$ cat src/rtl/led_nios_cpu_oci_dct_packer.sv
// Packs 2-bit trace codes LSB-first into a 30-bit word and hands it to a consumer.
// Optional saturating overflow counter enabled by defining DCT_OVERFLOW_CNT_EN.
module led_nios_cpu_oci_dct_packer #(
  parameter int unsigned THRESHOLD = 15
) (
  input  logic        clk,
  input  logic        reset,
  input  logic        code_valid,
  input  logic [1:0]  code,
  output logic        code_ready,
  input  logic        flush,
  input  logic        test_ending,
  output logic        dct_valid,
  input  logic        dct_ready,
  output logic [29:0] dct_buffer,
  output logic [3:0]  dct_count,
  output logic        test_has_ended
`ifdef DCT_OVERFLOW_CNT_EN
  ,
  output logic [7:0]  dct_overflow
`endif
);

  localparam int unsigned BUF_W = 30;
  localparam int unsigned CNT_W = 4;
  localparam int unsigned POS_W = 5;

  typedef enum logic [1:0] {FILL, EMIT, ENDED} state_t;

  state_t             state, state_next;
  logic [BUF_W-1:0]   buf_next;
  logic [CNT_W-1:0]   cnt_next;
  logic               ending, ending_next;
  logic               accept;
  logic [POS_W-1:0]   bit_pos;

  // Next-state, buffer and count update
  always_comb begin
    state_next  = state;
    buf_next    = dct_buffer;
    cnt_next    = dct_count;
    ending_next = ending;
    accept      = 1'b0;
    bit_pos     = {1'b0, dct_count} << 1;
    case (state)
      FILL: begin
        accept      = code_valid && code_ready;
        ending_next = ending | test_ending;
        if (accept) begin
          buf_next = dct_buffer | (BUF_W'(code) << bit_pos);
          cnt_next = dct_count + CNT_W'(1);
        end
        if (accept && (cnt_next == CNT_W'(THRESHOLD))) begin
          state_next = EMIT;
        end else if (flush || ending_next) begin
          // a code accepted alongside the flush makes the word non-empty
          if (cnt_next != '0) state_next = EMIT;
          else if (ending_next) state_next = ENDED;
        end
      end
      EMIT: begin
        ending_next = ending | test_ending;
        if (dct_ready) begin
          buf_next   = '0;
          cnt_next   = '0;
          state_next = ending_next ? ENDED : FILL;
        end
      end
      ENDED: begin
        state_next = ENDED;
      end
      default: begin
        state_next = FILL;
      end
    endcase
  end

  // State, payload and registered handshake outputs
  always_ff @(posedge clk) begin
    if (reset) begin
      state          <= FILL;
      dct_buffer     <= '0;
      dct_count      <= '0;
      ending         <= 1'b0;
      code_ready     <= 1'b1;
      dct_valid      <= 1'b0;
      test_has_ended <= 1'b0;
    end else begin
      state          <= state_next;
      dct_buffer     <= buf_next;
      dct_count      <= cnt_next;
      ending         <= ending_next;
      code_ready     <= (state_next == FILL);
      dct_valid      <= (state_next == EMIT);
      test_has_ended <= (state_next == ENDED);
    end
  end

`ifdef DCT_OVERFLOW_CNT_EN
  // Counts cycles where a code was offered but refused; saturates
  always_ff @(posedge clk) begin
    if (reset) begin
      dct_overflow <= '0;
    end else if (code_valid && !code_ready && (dct_overflow != 8'hFF)) begin
      dct_overflow <= dct_overflow + 8'(1);
    end
  end
`endif

endmodule

$ cat config.mk
export PLATFORM = sky130hd
export DESIGN_NAME = led_nios_cpu_oci_dct_packer
export DESIGN_NICKNAME = d
export VERILOG_FILES = /design/src/rtl/led_nios_cpu_oci_dct_packer.sv
export SDC_FILE = /design/constraint.sdc
export NUM_CORES = 1
export LEC_CHECK = 0
export CAP_MARGIN = 20
export CORE_MARGIN = 2
export CORE_UTILIZATION = 50
export DETAILED_ROUTE_END_ITERATION = 16
export DONT_BUFFER_PORTS = 1
export GPL_TIMING_DRIVEN = 1
export PLACE_DENSITY_LB_ADDON = 0.1
export SYNTH_ARGS = -nofsm -noshare
export SYNTH_HDL_FRONTEND = slang
export SYNTH_SLANG_ARGS = --single-unit
$ cat constraint.sdc
create_clock -name clk -period 2.7 [get_ports clk]
set_input_delay 0.54 -clock clk [delete_from_list [all_inputs] [get_ports clk]]
set_output_delay 0.54 -clock clk [all_outputs]
set_load 0.02 [all_outputs]
* Word-level counts from Yosys, hierarchy flattened
Index checks and enable logic that the tools add are counted.
** Operators by class
- Equal/unequal tests :: 7
- Shift operators :: 1
- Bitwise gates (word level) :: 2
- Add/subtract/negate cells :: 1
- Reductions and logical operators :: 10
- Mux-type cells :: 14
** Operators with widths (count)
- $mux W30 :: 2
- $pmux W30 S2 :: 1
- $or A30 B30 Y30 :: 1
- $shl A2 B5 Y30 :: 1
- $mux W2 :: 6
- $mux W4 :: 3
- $pmux W4 S2 :: 1
- $pmux W2 S3 :: 1
- $add A4 B1 Y4 const B :: 1
- $eq A2 B1 Y1 const B :: 2
- $eq A2 B2 Y1 const B :: 2
- $eq A4 B4 Y1 const B :: 1
- $logic_not A2 Y1 :: 2
- $ne A2 B2 Y1 const B :: 2
- $reduce_bool A4 Y1 :: 1
- $reduce_and A3 Y1 :: 1
- $logic_and A1 B1 Y1 :: 2
- $reduce_and A2 Y1 :: 1
- $reduce_bool A2 Y1 :: 1
- $reduce_or A2 Y1 :: 1
- $logic_or A1 B1 Y1 :: 1
- $or A1 B1 Y1 :: 1
** Storage, ports and cells
- Register bits :: 40

* Logic depth before layout (Yosys ltp)
Gate-level depths: netlist (run 1).
- Depth in word-level cells :: 9
- Depth in mapped cells :: 6
- Mapped depth without buffers :: 6

* Worst setup path after synthesis (run 1)
No wires, ideal clock.
- Path kind :: register to register
- From :: register dct_count[1]
- To :: register code_ready
- Setup time :: 0.121 ns
- Setup slack :: 0.662 ns
- Path buffers :: 0
- Cell stages (with the launch flop) :: 7
- Arrival :: 1.918 ns
- Cells stage by stage :: dfxtp_1 ha_1 xnor2_1 or4b_1 a221o_1 a311oi_4 nor2_2
** Between the ends
- Word-level cells in the longest chain between the ends :: 9
** Ends and longest elaborated chain
- from (decl) :: line 16 : output logic [3:0] dct_count,
- from (signal assigned) :: line 91 : dct_count <= cnt_next;
- $add A4 B1 Y4 :: line 51 : cnt_next = dct_count + CNT_W'(1);
- $mux W4 (*) :: line 49 : if (accept) begin
- $mux W4 (*) :: line 45 : case (state)
- $reduce_bool A4 Y1 :: line 57 : if (cnt_next != '0) state_next = EMIT;
- $mux W2 :: line 57
- $mux W2 :: line 55 : end else if (flush || ending_next) begin
- $mux W2 (*) :: line 53 : if (accept && (cnt_next == CNT_W'(THRESHOLD))) begin
- $pmux W2 S3 (*) :: line 45
- $logic_not A2 Y1 (*) :: line 93 : code_ready <= (state_next == FILL);
- to (signal assigned) :: line 93
- to (decl) :: line 10 : output logic code_ready,
Every way passes the cells marked *; elsewhere a longest branch is shown, timed or not. The select of a mux whose other input is x is not followed.
A chain may end at the register's enable or synchronous reset.

* Final worst setup path (run 1)
- From :: register code_ready
- To :: register code_ready
** Between the ends
- Word-level cells in the longest chain between the ends :: 9
** Ends and longest elaborated chain
- $logic_and A1 B1 Y1 (*) :: line 47 : accept = code_valid && code_ready;
- $mux W4 :: line 49
- $mux W4 :: line 45
- $reduce_bool A4 Y1 :: line 57
- $mux W2 :: line 57
- $mux W2 :: line 55
- $mux W2 (*) :: line 53
- $pmux W2 S3 (*) :: line 45
- $logic_not A2 Y1 (*) :: line 93
Marks and branches as above.

==> flow_summary.html, run 1 <==
<table>
<tr><th>Metric</th><th>Value</th></tr>
<tr><th colspan="2">Clock tree</th></tr>
<tr><td>Post-CTS Hold Buffers</td><td>0</td></tr>
<tr><td>Clock slew at reported path FFs</td><td>around 0.12 ns</td></tr>
<tr><td>TritonCTS Sinks</td><td>40</td></tr>
<tr><td>H-tree depth reported by CTS</td><td>2</td></tr>
<tr><td>Clock tree from TritonCTS</td><td>done</td></tr>
<tr><td>Clock root buffer</td><td>sky130_fd_sc_hd__clkbuf_4</td></tr>
<tr><td>Number of buffers on the longest clock path</td><td>2</td></tr>
<tr><td>Count of buffers added by post-CTS timing repair for setup</td><td>0</td></tr>
<tr><td>CTS Buf Count</td><td>5</td></tr>
<tr><td>CTS-repair resized insts</td><td>0</td></tr>
<tr><td>Worst-skew pair later-pin latency</td><td>roughly 0.34 ns</td></tr>
<tr><th colspan="2">Global route</th></tr>
<tr><td>Largest net degree at the start of global routing</td><td>31</td></tr>
<tr><td>Met1 usage</td><td>between 20% and 30%</td></tr>
<tr><td>Gr usage total</td><td>~22%</td></tr>
<tr><td>Initial antenna violation count</td><td>0</td></tr>
<tr><td>Most Used Layer, Global Route</td><td>met2</td></tr>
<tr><td>First-pass GRT wire length</td><td>between 5000 and 6000 um</td></tr>
<tr><td>Via count of the first global-routing pass</td><td>between 1,000 and 1,500</td></tr>
<tr><td>GRT overflow</td><td>0</td></tr>
<tr><td>Met2 capacity usage during global routing</td><td>between 30% and 40%</td></tr>
<tr><td>Met3 track demand over resource in global routing</td><td>under 10%</td></tr>
<tr><th colspan="2">Place</th></tr>
<tr><td>Detailed placement HPWL</td><td>approximately 2500 um</td></tr>
<tr><td>Port-buffer cells</td><td>0</td></tr>
<tr><td>Global placer's final weighted congestion</td><td>around 0.89</td></tr>
<tr><th colspan="2">Drt</th></tr>
<tr><td>Per-cell routed wire length</td><td>16.74 um</td></tr>
<tr><td>Number of DRC violations after detailed routing</td><td>0</td></tr>
<tr><td>Iter 0 DRT Violations</td><td>83</td></tr>
<tr><td>Number of vias in the routed layout</td><td>between 1,000 and 1,500</td></tr>
<tr><td>Detailed Route WL</td><td>3532 um</td></tr>
<tr><td>Detailed-route vias per instance</td><td>a little under 6</td></tr>
<tr><td>Antenna Nets Post-Route</td><td>0</td></tr>
<tr><td>First drt pass iteration count</td><td>4</td></tr>
<tr><th colspan="2">Critical path</th></tr>
<tr><td>Crit-path max cell delay</td><td>around 0.55 ns</td></tr>
<tr><td>Endpoint type of the worst setup path</td><td>flip-flop</td></tr>
<tr><td>CP Buf/Inv Count</td><td>0</td></tr>
<tr><td>Data arrival, critical path</td><td>2.29 ns</td></tr>
<tr><td>Slowest library cell on the worst path</td><td>sky130_fd_sc_hd__dfxtp_1</td></tr>
<tr><td>Reg2reg end</td><td>code_ready$_SDFF_PP1_</td></tr>
<tr><td>CP Cell Sequence</td><td>nand2_1 -&gt; or4b_1 -&gt; a221o_1 -&gt; a311oi_4 -&gt; nor2_2</td></tr>
<tr><td>Startpoint-to-endpoint class of the critical path</td><td>flip-flop to flip-flop</td></tr>
<tr><td>Family with the most delay on the worst path</td><td>simple AND/OR/NAND/NOR gates</td></tr>
<tr><td>Internal reg-to-reg setup slack</td><td>0.65 ns</td></tr>
<tr><td>Cell depth of the worst flop-to-flop path</td><td>5</td></tr>
<tr><td>Critical Path Start</td><td>code_ready$_SDFF_PP1_</td></tr>
<tr><td>Required time at the worst-slack endpoint</td><td>slightly below 3 ns</td></tr>
<tr><td>Critical path depth in cells</td><td>5</td></tr>
<tr><td>Largest fanout of any net on the critical path</td><td>7</td></tr>
<tr><td>Destination of the critical timing path</td><td>code_ready$_SDFF_PP1_</td></tr>
<tr><td>Worst setup SP type</td><td>flip-flop</td></tr>
<tr><td>Startpoint of the worst-slack reg-to-reg timing path</td><td>code_ready$_SDFF_PP1_</td></tr>
<tr><th colspan="2">STA</th></tr>
<tr><td>Least-Margin Pin Slew</td><td>roughly 0.58 ns</td></tr>
<tr><td>Worst slew margin relative to its limit</td><td>61.32%</td></tr>
<tr><td>Tmin final</td><td>2.052 ns</td></tr>
<tr><td>Smallest hold slack</td><td>approximately 0.25 ns</td></tr>
<tr><td>Final setup violating endpoints</td><td>0</td></tr>
<tr><td>Setup repair after global routing missed its margin</td><td>no</td></tr>
<tr><td>Achievable frequency</td><td>0.4873 GHz</td></tr>
<tr><td>Final Max Tran Viols</td><td>0</td></tr>
<tr><td>Setup tns final</td><td>0 ns</td></tr>
<tr><td>Final hold viol count</td><td>0</td></tr>
<tr><td>Tcrit/Tclk final</td><td>between 70 and 80%</td></tr>
<tr><td>Final Skew</td><td>between 0.01 and 0.015 ns</td></tr>
<tr><th colspan="2">Synth</th></tr>
<tr><td>Number of enable flip-flop cells after synthesis</td><td>0</td></tr>
<tr><td>Mapped Area</td><td>around 1500 um2</td></tr>
<tr><td>Count of cell types in the netlist</td><td>34</td></tr>
<tr><td>Share of the yosys chip area belonging to registers</td><td>a little over half</td></tr>
<tr><td>Yosys reg bits</td><td>40</td></tr>
<tr><td>Syn Inst Count</td><td>roughly 180</td></tr>
<tr><td>Synthesized net count</td><td>185</td></tr>
<tr><td>Library cell occupying the most area in the post-synthesis netlist</td><td>sky130_fd_sc_hd__dfxtp_1</td></tr>
<tr><td>Async set-or-reset flop fraction in the synthesized netlist</td><td>0%</td></tr>
<tr><td>Share of the synthesized area in the top cell type</td><td>roughly 52%</td></tr>
<tr><td>Yosys warns</td><td>0</td></tr>
<tr><td>Synth area leaders</td><td>sky130_fd_sc_hd__dfxtp_1 52%, sky130_fd_sc_hd__nor2_1 9.5%, sky130_fd_sc_hd__a21oi_1 9.4%</td></tr>
<tr><td>Dominant synthesized flop cell</td><td>sky130_fd_sc_hd__dfxtp_1</td></tr>
<tr><td>Mean cell area of the mapped netlist</td><td>a little under 9 um2</td></tr>
<tr><th colspan="2">Floorplan</th></tr>
<tr><td>Die Ht</td><td>59.44 um</td></tr>
<tr><td>Die footprint</td><td>around 3500 um2</td></tr>
<tr><td>Effective utilization at floorplan</td><td>between 50 and 60%</td></tr>
<tr><td>Core outline area</td><td>~3000 um2</td></tr>
<tr><td>Total I/O pin count</td><td>45</td></tr>
<tr><td>Standard-cell rows</td><td>20</td></tr>
<tr><td>Die outline width</td><td>roughly 59 um</td></tr>
<tr><th colspan="2">Cells and area</th></tr>
<tr><td>Ratio of cells with drive above 1 in the final layout</td><td>~8.4%</td></tr>
<tr><td>Fraction of the core area covered by cells at the end of the flow</td><td>about 56%</td></tr>
<tr><td>Final-layout fill cell count</td><td>284</td></tr>
<tr><td>Final Net Count</td><td>186</td></tr>
<tr><td>Syn-to-layout area delta</td><td>8.469%</td></tr>
<tr><td>Antenna diode count</td><td>0</td></tr>
<tr><th colspan="2">Status</th></tr>
<tr><td>Result of the run</td><td>finished clean</td></tr>
<tr><th colspan="2">Power and ir drop</th></tr>
<tr><td>Power per cell area</td><td>~900 nW/um2</td></tr>
<tr><td>IR drop worst, VDD</td><td>0.0004083 V</td></tr>
<tr><td>Cell leakage power</td><td>0.6362 nW</td></tr>
<tr><th colspan="2">Job</th></tr>
<tr><td>Count of maximum capacitance violations</td><td>0</td></tr>
<tr><th colspan="2">Worst hold path</th></tr>
<tr><td>HP Class</td><td>input port to flip-flop</td></tr>
</table>
## layout make-up
cell class                 count  area [um2]  area share (%)
tap                           33       41.29           2.477
sequential                    40       800.8           48.05
clock inverter                 1       30.03           1.802
timing repair buffer           4       30.03           1.802
multi-input combinational    123       688.2           41.29
inverter                       3       11.26          0.6757
clock buffer                   7       65.06           3.904
## worst reg2reg max path: cells and delay by family, from the launching register on
family | cells | cell delay (ns)
compound gates | 2 | 0.62
flops | 1 | 0.55
simple gates | 3 | 0.79
## per-layer routing
metal  vias up  wire (um)
met4         0         17
met3         2        261
li1        619          -
met1       587       1502
met5         -          0
met2        38       1751
## where the power goes
part / internal [mW] / leakage, nW / switching [mW]
Clock: 0.246 / 0.0515 / 0.186
Combinational: 0.120 / 0.261 / 0.201
Sequential: 0.640 / 0.324 / 0.0995
## cells in the mapped netlist, types with 3 or more instances
master / number
sky130_fd_sc_hd__nor2b_1: 6
sky130_fd_sc_hd__a211oi_1: 4
sky130_fd_sc_hd__a21oi_1: 29
sky130_fd_sc_hd__dfxtp_1: 40
sky130_fd_sc_hd__nor2_1: 39
sky130_fd_sc_hd__nor3_1: 4
sky130_fd_sc_hd__a31oi_1: 6
sky130_fd_sc_hd__inv_1: 3
sky130_fd_sc_hd__nand2_1: 6
sky130_fd_sc_hd__clkbuf_1: 8
## kinds of logic after synthesis
family,after synthesis,synth area share (%)
buf+inv,13,3.339
fa+ha+maj,1,0.8142
xor+xnor,2,1.140
flops,40,52.12
compound gates,51,21.50
simple gates,69,21.09
## state kept, by name (all words and copies together), names as in the netlist
| name | cells |
|---|---|
| dct_count | 4 |
| state | 2 |
| dct_valid | 1 |
| dct_buffer | 30 |
| test_has_ended | 1 |
| ending | 1 |
| code_ready | 1 |
## placed cells by master, fill, tap and decap left out, types with 2 or more instances in the layout
master	synthesis	final
sky130_fd_sc_hd__a21oi_1	29	29
sky130_fd_sc_hd__a41oi_1	2	2
sky130_fd_sc_hd__clkbuf_8	0	2
sky130_fd_sc_hd__inv_1	3	3
sky130_fd_sc_hd__and2_1	2	2
sky130_fd_sc_hd__and3b_1	2	2
sky130_fd_sc_hd__nor2_1	39	39
sky130_fd_sc_hd__clkbuf_4	0	5
sky130_fd_sc_hd__nor2b_1	6	6
sky130_fd_sc_hd__dfxtp_1	40	40
sky130_fd_sc_hd__a211oi_1	4	4
sky130_fd_sc_hd__nand2_1	6	6
sky130_fd_sc_hd__nor3_1	4	4
sky130_fd_sc_hd__a31oi_1	6	6
sky130_fd_sc_hd__nand3_1	2	2
sky130_fd_sc_hd__a2bb2oi_1	2	2
sky130_fd_sc_hd__a211o_1	2	2
sky130_fd_sc_hd__buf_4	0	4
## worst min path at each step
stage	slack [ns]	cells past startpoint	to	start
2_1_floorplan	0.46	2	ending$_SDFFE_PP0P_	ending$_SDFFE_PP0P_
3_3_place_gp	0.49	2	ending$_SDFFE_PP0P_	ending$_SDFFE_PP0P_
3_5_place_dp	0.50	2	ending$_SDFFE_PP0P_	ending$_SDFFE_PP0P_
4_1_cts	0.24	1	dct_count[3]$_SDFFE_PP0P_	reset
5_1_grt	0.22	1	dct_count[1]$_SDFFE_PP0P_	reset
6_report	0.25	1	dct_count[1]$_SDFFE_PP0P_	reset
## per-stage QoR
stage          power [mW]  cells  setup WS, ns  cell area (um2)
4_1_cts             1.508    211        0.6487             1667
5_1_grt             1.578    211        0.5138             1667
3_5_place_dp        1.075    203        0.6674             1572
2_1_floorplan      0.9951    176        0.6616             1536
3_3_place_gp        1.070    203        0.6940             1572
6_report            1.492    211        0.6477             1667
(Power assumes the default switching activity.)
==> run 2: changes to the inputs <==
==> constraint.sdc (replaced) <==
create_clock -name clk -period 1.7 [get_ports clk]
set_input_delay 0.34 -clock clk [delete_from_list [all_inputs] [get_ports clk]]
set_output_delay 0.34 -clock clk [all_outputs]
set_load 0.02 [all_outputs]
==> flow_summary.html, run 2 (synthesis gave the netlist of run 1 again) <==
<table>
<tr><th>Metric</th><th>Value</th></tr>
<tr><th colspan="2">STA</th></tr>
<tr><td>Smallest hold slack</td><td>between 0.05 and 0.06 ns</td></tr>
<tr><td>Final Max Tran Viols</td><td>0</td></tr>
<tr><td>Tcrit/Tclk final</td><td>111.3%</td></tr>
<tr><td>Achievable frequency</td><td>~0.53 GHz</td></tr>
<tr><td>Setup tns final</td><td>-0.3985 ns</td></tr>
<tr><td>Final setup violating endpoints</td><td>3</td></tr>
<tr><td>Setup repair after global routing missed its margin</td><td>yes</td></tr>
<tr><td>Final Skew</td><td>0.008302 ns</td></tr>
<tr><td>Worst slew margin relative to its limit</td><td>approximately 77%</td></tr>
<tr><td>Least-Margin Pin Slew</td><td>approximately 0.35 ns</td></tr>
<tr><td>Tmin final</td><td>roughly 1.9 ns</td></tr>
<tr><td>Final hold viol count</td><td>0</td></tr>
<tr><td>Smallest setup slack after layout</td><td>-0.1918 ns</td></tr>
<tr><th colspan="2">Global route</th></tr>
<tr><td>GRT overflow</td><td>0</td></tr>
<tr><td>First-pass GRT wire length</td><td>approximately 5900 um</td></tr>
<tr><td>Gr usage total</td><td>22.44%</td></tr>
<tr><td>Largest net degree at the start of global routing</td><td>31</td></tr>
<tr><td>Initial antenna violation count</td><td>0</td></tr>
<tr><td>Via count of the first global-routing pass</td><td>between 1,000 and 1,500</td></tr>
<tr><th colspan="2">Place</th></tr>
<tr><td>Global placer's final weighted congestion</td><td>0.9339</td></tr>
<tr><td>Port-buffer cells</td><td>0</td></tr>
<tr><td>Placement Cell Area</td><td>between 1500 and 2000 um2</td></tr>
<tr><td>Worst setup slack before clock tree synthesis</td><td>-0.1902 ns</td></tr>
<tr><td>Detailed placement HPWL</td><td>roughly 2600 um</td></tr>
<tr><th colspan="2">Floorplan</th></tr>
<tr><td>Die Ht</td><td>~59 um</td></tr>
<tr><td>Die outline width</td><td>approximately 60 um</td></tr>
<tr><td>Total I/O pin count</td><td>45</td></tr>
<tr><td>Standard-cell rows</td><td>20</td></tr>
<tr><td>Die footprint</td><td>roughly 3500 um2</td></tr>
<tr><td>Core outline area</td><td>2978 um2</td></tr>
<tr><td>Effective utilization at floorplan</td><td>about half</td></tr>
<tr><th colspan="2">Cells and area</th></tr>
<tr><td>Antenna diode count</td><td>0</td></tr>
<tr><td>Final instance area</td><td>1803 um2</td></tr>
<tr><td>Final-layout fill cell count</td><td>between 200 and 300</td></tr>
<tr><td>Final Net Count</td><td>roughly 200</td></tr>
<tr><td>Ratio of cells with drive above 1 in the final layout</td><td>~20%</td></tr>
<tr><td>Syn-to-layout area delta</td><td>17.35%</td></tr>
<tr><td>Max reg flops</td><td>30</td></tr>
<tr><td>Register name with the most flops</td><td>dct_buffer</td></tr>
<tr><td>Area taken by multi-input logic gates</td><td>~700 um2</td></tr>
<tr><td>Commonest non-fill, non-tap cell in the layout</td><td>sky130_fd_sc_hd__nor2_1</td></tr>
<tr><td>Biggest registers after layout</td><td>dct_buffer (30), dct_count (4), state (2)</td></tr>
<tr><td>Area used by sequential logic in the layout</td><td>between 800 and 900 um2</td></tr>
<tr><td>Most frequent cells in the layout</td><td>39 x sky130_fd_sc_hd__nor2_1, 37 x sky130_fd_sc_hd__dfxtp_1, 28 x sky130_fd_sc_hd__a21oi_1</td></tr>
<tr><th colspan="2">Power and ir drop</th></tr>
<tr><td>IR drop worst, VDD</td><td>roughly 0.00063 V</td></tr>
<tr><td>Share of power burned in registers</td><td>47.0%</td></tr>
<tr><td>Share of power burned in the clock network</td><td>22.4%</td></tr>
<tr><td>Switching part of the total power</td><td>between 30% and 40%</td></tr>
<tr><td>Power per cell area</td><td>roughly 1300 nW/um2</td></tr>
<tr><td>P_int</td><td>1.585 mW</td></tr>
<tr><td>Share of power burned in combinational logic</td><td>30.6%</td></tr>
<tr><td>Cell leakage power</td><td>approximately 0.7 nW</td></tr>
<tr><td>Total chip power</td><td>2.389 mW</td></tr>
<tr><td>Sw Pwr</td><td>roughly 0.8 mW</td></tr>
<tr><th colspan="2">Job</th></tr>
<tr><td>Count of maximum capacitance violations</td><td>0</td></tr>
<tr><th colspan="2">Status</th></tr>
<tr><td>Failing checks</td><td>setup timing</td></tr>
<tr><td>Result of the run</td><td>complete, but fails checks</td></tr>
<tr><th colspan="2">Critical path</th></tr>
<tr><td>Crit-path max cell delay</td><td>between 0.5 and 0.6 ns</td></tr>
<tr><td>Critical Path Start</td><td>dct_count[1]$_SDFFE_PP0P_</td></tr>
<tr><td>Startpoint of the worst-slack reg-to-reg timing path</td><td>dct_count[1]$_SDFFE_PP0P_</td></tr>
<tr><td>Family with the most delay on the worst path</td><td>compound AO/OA/AOI/OAI gates</td></tr>
<tr><td>Startpoint-to-endpoint class of the critical path</td><td>flip-flop to flip-flop</td></tr>
<tr><td>Required time at the worst-slack endpoint</td><td>just under 2 ns</td></tr>
<tr><td>Internal reg-to-reg setup slack</td><td>-0.19 ns</td></tr>
<tr><td>CP Cell Sequence</td><td>ha_4 -&gt; xnor2_1 -&gt; or4b_1 -&gt; a221o_1 -&gt; a311oi_4 -&gt; nor2_2</td></tr>
<tr><td>Endpoint type of the worst setup path</td><td>flip-flop</td></tr>
<tr><td>Cell depth of the worst flop-to-flop path</td><td>6</td></tr>
<tr><td>CP Buf/Inv Count</td><td>0</td></tr>
<tr><td>Data arrival, critical path</td><td>2.13 ns</td></tr>
<tr><td>Largest fanout of any net on the critical path</td><td>2</td></tr>
<tr><td>Slowest library cell on the worst path</td><td>sky130_fd_sc_hd__or4b_1</td></tr>
<tr><td>Worst setup SP type</td><td>flip-flop</td></tr>
<tr><td>Critical path depth in cells</td><td>6</td></tr>
<tr><th colspan="2">Drt</th></tr>
<tr><td>Per-cell routed wire length</td><td>between 15 and 20 um</td></tr>
<tr><td>Number of vias in the routed layout</td><td>roughly 1,300</td></tr>
<tr><td>First drt pass iteration count</td><td>4</td></tr>
<tr><td>Antenna Nets Post-Route</td><td>0</td></tr>
<tr><td>Detailed Route WL</td><td>~3500 um</td></tr>
<tr><td>Number of DRC violations after detailed routing</td><td>0</td></tr>
<tr><td>Iter 0 DRT Violations</td><td>57</td></tr>
<tr><td>Detailed-route vias per instance</td><td>5.763</td></tr>
<tr><th colspan="2">Clock tree</th></tr>
<tr><td>H-tree depth reported by CTS</td><td>2</td></tr>
<tr><td>TritonCTS Sinks</td><td>40</td></tr>
<tr><td>Clock slew at reported path FFs</td><td>approximately 0.11 ns</td></tr>
<tr><td>Number of buffers on the longest clock path</td><td>2</td></tr>
<tr><td>Count of buffers added by post-CTS timing repair for setup</td><td>0</td></tr>
<tr><td>Clock tree from TritonCTS</td><td>done</td></tr>
<tr><td>CTS Buf Count</td><td>5</td></tr>
<tr><td>Post-CTS Hold Buffers</td><td>0</td></tr>
<tr><td>Clock root buffer</td><td>sky130_fd_sc_hd__clkbuf_4</td></tr>
<tr><td>Worst-skew pair later-pin latency</td><td>0.34 ns</td></tr>
<tr><th colspan="2">Worst hold path</th></tr>
<tr><td>HP Class</td><td>input port to flip-flop</td></tr>
<tr><td>Launch instance of the worst min-delay path</td><td>reset</td></tr>
<tr><td>Hold path cells</td><td>1</td></tr>
</table>
[run 2: changes by cell type in the layout (fill, tap and decap cells not counted), moves of 2 or more]
cell	previous run	this run
sky130_fd_sc_hd__dfxtp_1	40	37
sky130_fd_sc_hd__clkbuf_8	2	0
sky130_fd_sc_hd__nor2b_2	0	2
sky130_fd_sc_hd__buf_4	4	21
sky130_fd_sc_hd__dfxtp_2	0	2
sky130_fd_sc_hd__nor2b_1	6	4
[run 2: worst reg2reg max path: cells and delay by family (launching register included)]
| kind | cells | cell delay (ns) |
|---|---|---|
| AO/OA/AOI/OAI | 2 | 0.61 |
| adder cells (fa/ha/maj) | 1 | 0.15 |
| AND/OR/NAND/NOR | 2 | 0.57 |
| XOR/XNOR | 1 | 0.11 |
| flip-flops | 1 | 0.37 |
[run 2: path summary, 6_finish.rpt]
kind	end
setup / recovery	code_ready$_SDFF_PP1_
hold reg to reg	ending$_SDFFE_PP0P_
hold / removal	dct_count[1]$_SDFFE_PP0P_
setup reg to reg	code_ready$_SDFF_PP1_
[run 2: layout make-up]
class | count | share of cell area (%)
flip-flops and latches | 40 | 44.76
multi-input cells | 123 | 39.63
repair buffers | 21 | 8.744
clock buffers | 7 | 3.678
well taps | 33 | 2.290
inverters | 3 | 0.6246
clock inverters | 1 | 0.2776
[run 2: power by group through the flow]
| stage | Clock (mW) | Sequential [mW] | Combinational [mW] |
|---|---|---|---|
| floorplan | 0 | 1.17 | 0.434 |
| global placement | 0 | 1.14 | 0.705 |
| detailed placement | 0 | 1.15 | 0.717 |
| CTS | 0.556 | 1.12 | 0.722 |
| global route | 0.585 | 1.13 | 0.811 |
| finish | 0.535 | 1.12 | 0.732 |
[run 2: routing by layer]
layer	share of wire [%]	wire length, um	global-route usage (%)
met5	0	0	0
met4	0.54	19	8.442
met3	8.2	289	7.860
met2	49	1725	36.11
met1	42	1470	27.48
[run 2: what timing repair did]
action / CTS / global route
endpoints found under the setup margin: 3 / 12
pin swaps: 0 / 2
resized for setup: 0 / 4
[run 2: per-stage QoR]
stage,utilization [%],instances
floorplan,-,176
global placement,57.69,220
detailed placement,57.69,220
CTS,60.08,228
global route,60.55,228
finish,60.55,228
==> run 3: changes to the inputs <==
--- a/config.mk
+++ b/config.mk
@@ -5,11 +5,11 @@
 export SDC_FILE = /design/constraint.sdc
 export NUM_CORES = 1
 export LEC_CHECK = 0
+export BUFFER_PORTS_ARGS = -buffer_cell sky130_fd_sc_hd__buf_2
 export CAP_MARGIN = 20
 export CORE_MARGIN = 2
-export CORE_UTILIZATION = 50
+export CORE_UTILIZATION = 45
 export DETAILED_ROUTE_END_ITERATION = 16
-export DONT_BUFFER_PORTS = 1
 export GPL_TIMING_DRIVEN = 1
 export PLACE_DENSITY_LB_ADDON = 0.1
 export SYNTH_ARGS = -nofsm -noshare
==> flow_summary.html, run 3 (synthesis gave the netlist of run 1 again) <==
<table>
<tr><th>Metric</th><th>Value</th></tr>
<tr><th colspan="2">Status</th></tr>
<tr><td>Result of the run</td><td>complete, but fails checks</td></tr>
<tr><td>Failing checks</td><td>setup timing</td></tr>
<tr><th colspan="2">Clock tree</th></tr>
<tr><td>Clock tree from TritonCTS</td><td>done</td></tr>
<tr><td>Clock root buffer</td><td>sky130_fd_sc_hd__clkbuf_4</td></tr>
<tr><td>Count of buffers added by post-CTS timing repair for setup</td><td>0</td></tr>
<tr><td>Post-CTS Hold Buffers</td><td>0</td></tr>
<tr><td>TritonCTS Sinks</td><td>40</td></tr>
<tr><td>Number of buffers on the longest clock path</td><td>2</td></tr>
<tr><td>Clock slew at reported path FFs</td><td>around 0.11 ns</td></tr>
<tr><td>Worst-skew pair later-pin latency</td><td>about 0.34 ns</td></tr>
<tr><td>CTS Buf Count</td><td>5</td></tr>
<tr><td>H-tree depth reported by CTS</td><td>2</td></tr>
<tr><th colspan="2">Cells and area</th></tr>
<tr><td>Syn-to-layout area delta</td><td>32.17%</td></tr>
<tr><td>Final-layout fill cell count</td><td>about 320</td></tr>
<tr><td>Non-filler instance count after layout</td><td>280</td></tr>
<tr><td>Area used by sequential logic in the layout</td><td>between 800 and 900 um2</td></tr>
<tr><td>Ratio of cells with drive above 1 in the final layout</td><td>approximately a third</td></tr>
<tr><td>Fraction of the core area covered by cells at the end of the flow</td><td>approximately three fifths</td></tr>
<tr><td>Max reg flops</td><td>30</td></tr>
<tr><td>Commonest non-fill, non-tap cell in the layout</td><td>sky130_fd_sc_hd__buf_2</td></tr>
<tr><td>Most frequent cells in the layout</td><td>44 x sky130_fd_sc_hd__buf_2, 39 x sky130_fd_sc_hd__nor2_1, 37 x sky130_fd_sc_hd__dfxtp_1</td></tr>
<tr><td>Final Net Count</td><td>roughly 240</td></tr>
<tr><td>Area taken by multi-input logic gates</td><td>703.2 um2</td></tr>
<tr><td>Biggest registers after layout</td><td>dct_buffer (30), dct_count (4), state (2)</td></tr>
<tr><td>Register name with the most flops</td><td>dct_buffer</td></tr>
<tr><td>Final instance area</td><td>slightly above 2000 um2</td></tr>
<tr><td>Antenna diode count</td><td>0</td></tr>
<tr><th colspan="2">Worst hold path</th></tr>
<tr><td>Sink of the worst hold path</td><td>ending$_SDFFE_PP0P_</td></tr>
<tr><td>Launch instance of the worst min-delay path</td><td>test_ending</td></tr>
<tr><td>Hold path cells</td><td>3</td></tr>
<tr><td>HP Class</td><td>input port to flip-flop</td></tr>
<tr><th colspan="2">STA</th></tr>
<tr><td>Final Max Tran Viols</td><td>0</td></tr>
<tr><td>Achievable frequency</td><td>roughly 0.53 GHz</td></tr>
<tr><td>Final Skew</td><td>0.005525 ns</td></tr>
<tr><td>Least-Margin Pin Slew</td><td>0.3970 ns</td></tr>
<tr><td>Final hold viol count</td><td>0</td></tr>
<tr><td>Smallest setup slack after layout</td><td>-0.1851 ns</td></tr>
<tr><td>Tmin final</td><td>~1.9 ns</td></tr>
<tr><td>Worst slew margin relative to its limit</td><td>roughly three quarters</td></tr>
<tr><td>Final setup violating endpoints</td><td>3</td></tr>
<tr><td>Smallest hold slack</td><td>0.2721 ns</td></tr>
<tr><td>Tcrit/Tclk final</td><td>110.9%</td></tr>
<tr><td>Setup repair after global routing missed its margin</td><td>yes</td></tr>
<tr><th colspan="2">Global route</th></tr>
<tr><td>Via count of the first global-routing pass</td><td>around 1,400</td></tr>
<tr><td>Met1 usage</td><td>24.54%</td></tr>
<tr><td>First-pass GRT wire length</td><td>~6300 um</td></tr>
<tr><td>Met2 capacity usage during global routing</td><td>35.62%</td></tr>
<tr><td>Initial antenna violation count</td><td>0</td></tr>
<tr><td>GRT overflow</td><td>0</td></tr>
<tr><td>Gr usage total</td><td>slightly above 20%</td></tr>
<tr><td>Met3 track demand over resource in global routing</td><td>under 10%</td></tr>
<tr><td>Most Used Layer, Global Route</td><td>met2</td></tr>
<tr><td>Largest net degree at the start of global routing</td><td>31</td></tr>
<tr><th colspan="2">Critical path</th></tr>
<tr><td>Data arrival, critical path</td><td>between 2 and 2.5 ns</td></tr>
<tr><td>Reg2reg end</td><td>code_ready$_SDFF_PP1_</td></tr>
<tr><td>Internal reg-to-reg setup slack</td><td>-0.19 ns</td></tr>
<tr><td>Startpoint-to-endpoint class of the critical path</td><td>flip-flop to flip-flop</td></tr>
<tr><td>Cell depth of the worst flop-to-flop path</td><td>6</td></tr>
<tr><td>Endpoint type of the worst setup path</td><td>flip-flop</td></tr>
<tr><td>Required time at the worst-slack endpoint</td><td>between 1.5 and 2 ns</td></tr>
<tr><td>Startpoint of the worst-slack reg-to-reg timing path</td><td>dct_count[0]$_SDFFE_PP0P_</td></tr>
<tr><td>Largest fanout of any net on the critical path</td><td>2</td></tr>
<tr><td>Worst setup SP type</td><td>flip-flop</td></tr>
<tr><td>Critical Path Start</td><td>dct_count[0]$_SDFFE_PP0P_</td></tr>
<tr><th colspan="2">Drt</th></tr>
<tr><td>Iter 0 DRT Violations</td><td>57</td></tr>
<tr><td>Per-cell routed wire length</td><td>13.65 um</td></tr>
<tr><td>Number of DRC violations after detailed routing</td><td>0</td></tr>
<tr><td>Antenna Nets Post-Route</td><td>0</td></tr>
<tr><td>Number of vias in the routed layout</td><td>approximately 1,500</td></tr>
<tr><td>First drt pass iteration count</td><td>4</td></tr>
<tr><td>Detailed-route vias per instance</td><td>5.225</td></tr>
<tr><td>Detailed Route WL</td><td>3822 um</td></tr>
<tr><th colspan="2">Power and ir drop</th></tr>
<tr><td>Cell leakage power</td><td>roughly 0.93 nW</td></tr>
<tr><td>IR drop worst, VDD</td><td>approximately 0.0005 V</td></tr>
<tr><td>Power per cell area</td><td>1267 nW/um2</td></tr>
<tr><th colspan="2">Place</th></tr>
<tr><td>Placement Cell Area</td><td>~1900 um2</td></tr>
<tr><td>Placed insts</td><td>around 270</td></tr>
<tr><td>Port-buffer cells</td><td>44</td></tr>
<tr><td>Detailed placement HPWL</td><td>about 2800 um</td></tr>
<tr><td>Global placer's final weighted congestion</td><td>between 0.8 and 0.9</td></tr>
<tr><th colspan="2">Floorplan</th></tr>
<tr><td>Core outline area</td><td>about 3300 um2</td></tr>
<tr><td>Total I/O pin count</td><td>45</td></tr>
<tr><td>Die Ht</td><td>approximately 62 um</td></tr>
<tr><td>Standard-cell rows</td><td>21</td></tr>
<tr><td>Effective utilization at floorplan</td><td>a little under half</td></tr>
<tr><td>Die outline width</td><td>approximately 62 um</td></tr>
<tr><td>Die footprint</td><td>3898 um2</td></tr>
<tr><th colspan="2">Job</th></tr>
<tr><td>Count of maximum capacitance violations</td><td>0</td></tr>
</table>
-- run 3: metal layers --
layer  up-vias  routed length [um]
met5         -                   0
met2        41                1893
met1       689                1682
li1        729                   -
met4         0                  40
met3         4                 206
-- run 3: metrics by stage --
| step | setup TNS [ns] | worst slack [ns] | total power [mW] |
|---|---|---|---|
| 2_1_floorplan | -0.3601 | -0.1732 | 1.600 |
| 3_3_place_gp | -0.3099 | -0.1542 | 1.863 |
| 3_5_place_dp | -0.4157 | -0.1813 | 1.886 |
| 4_1_cts | -0.4660 | -0.1964 | 2.565 |
| 5_1_grt | -0.5212 | -0.2320 | 2.699 |
| 6_report | -0.3867 | -0.1851 | 2.572 |
-- run 3: worst max-delay path by stage --
| stage | endpoint | slack, ns | cells past startpoint |
|---|---|---|---|
| 2_1_floorplan | code_ready$_SDFF_PP1_ | -0.17 | 6 |
| 6_report | code_ready$_SDFF_PP1_ | -0.19 | 6 |
| 4_1_cts | code_ready$_SDFF_PP1_ | -0.20 | 6 |
| 5_1_grt | code_ready$_SDFF_PP1_ | -0.23 | 6 |
| 3_3_place_gp | code_ready$_SDFF_PP1_ | -0.15 | 6 |
| 3_5_place_dp | code_ready$_SDFF_PP1_ | -0.18 | 6 |
-- run 3: worst max-delay path: stages (launching register included) --
cell	delay, ns
sky130_fd_sc_hd__dfxtp_2	0.36
sky130_fd_sc_hd__ha_4	0.16
sky130_fd_sc_hd__xnor2_1	0.11
sky130_fd_sc_hd__or4b_1	0.50
sky130_fd_sc_hd__a221o_1	0.36
sky130_fd_sc_hd__a311oi_4	0.24
sky130_fd_sc_hd__nor2_2	0.06
-- run 3: repair_timing --
action / in CTS / in global routing
gates resized for setup: 0 / 2
pin swaps: 0 / 1
endpoints found under the hold margin: 0 / 0
setup endpoints to repair: 4 / 8
-- run 3: area by class of cell --
type                            instances  share of cell area, %
Clock buffer                            6                  3.081
Clock inverter                          1                  1.479
Inverter                                3                 0.5545
Multi-Input combinational cell        123                  34.63
Sequential cell                        40                  39.74
Tap cell                               46                  2.834
Timing Repair Buffer                   61                  17.68
-- run 3: where the power goes --
part,total [mW],switching [mW],internal [mW]
Clock,0.679,0.287,0.391
Combinational,0.822,0.489,0.332
Sequential,1.07,0.0504,1.02
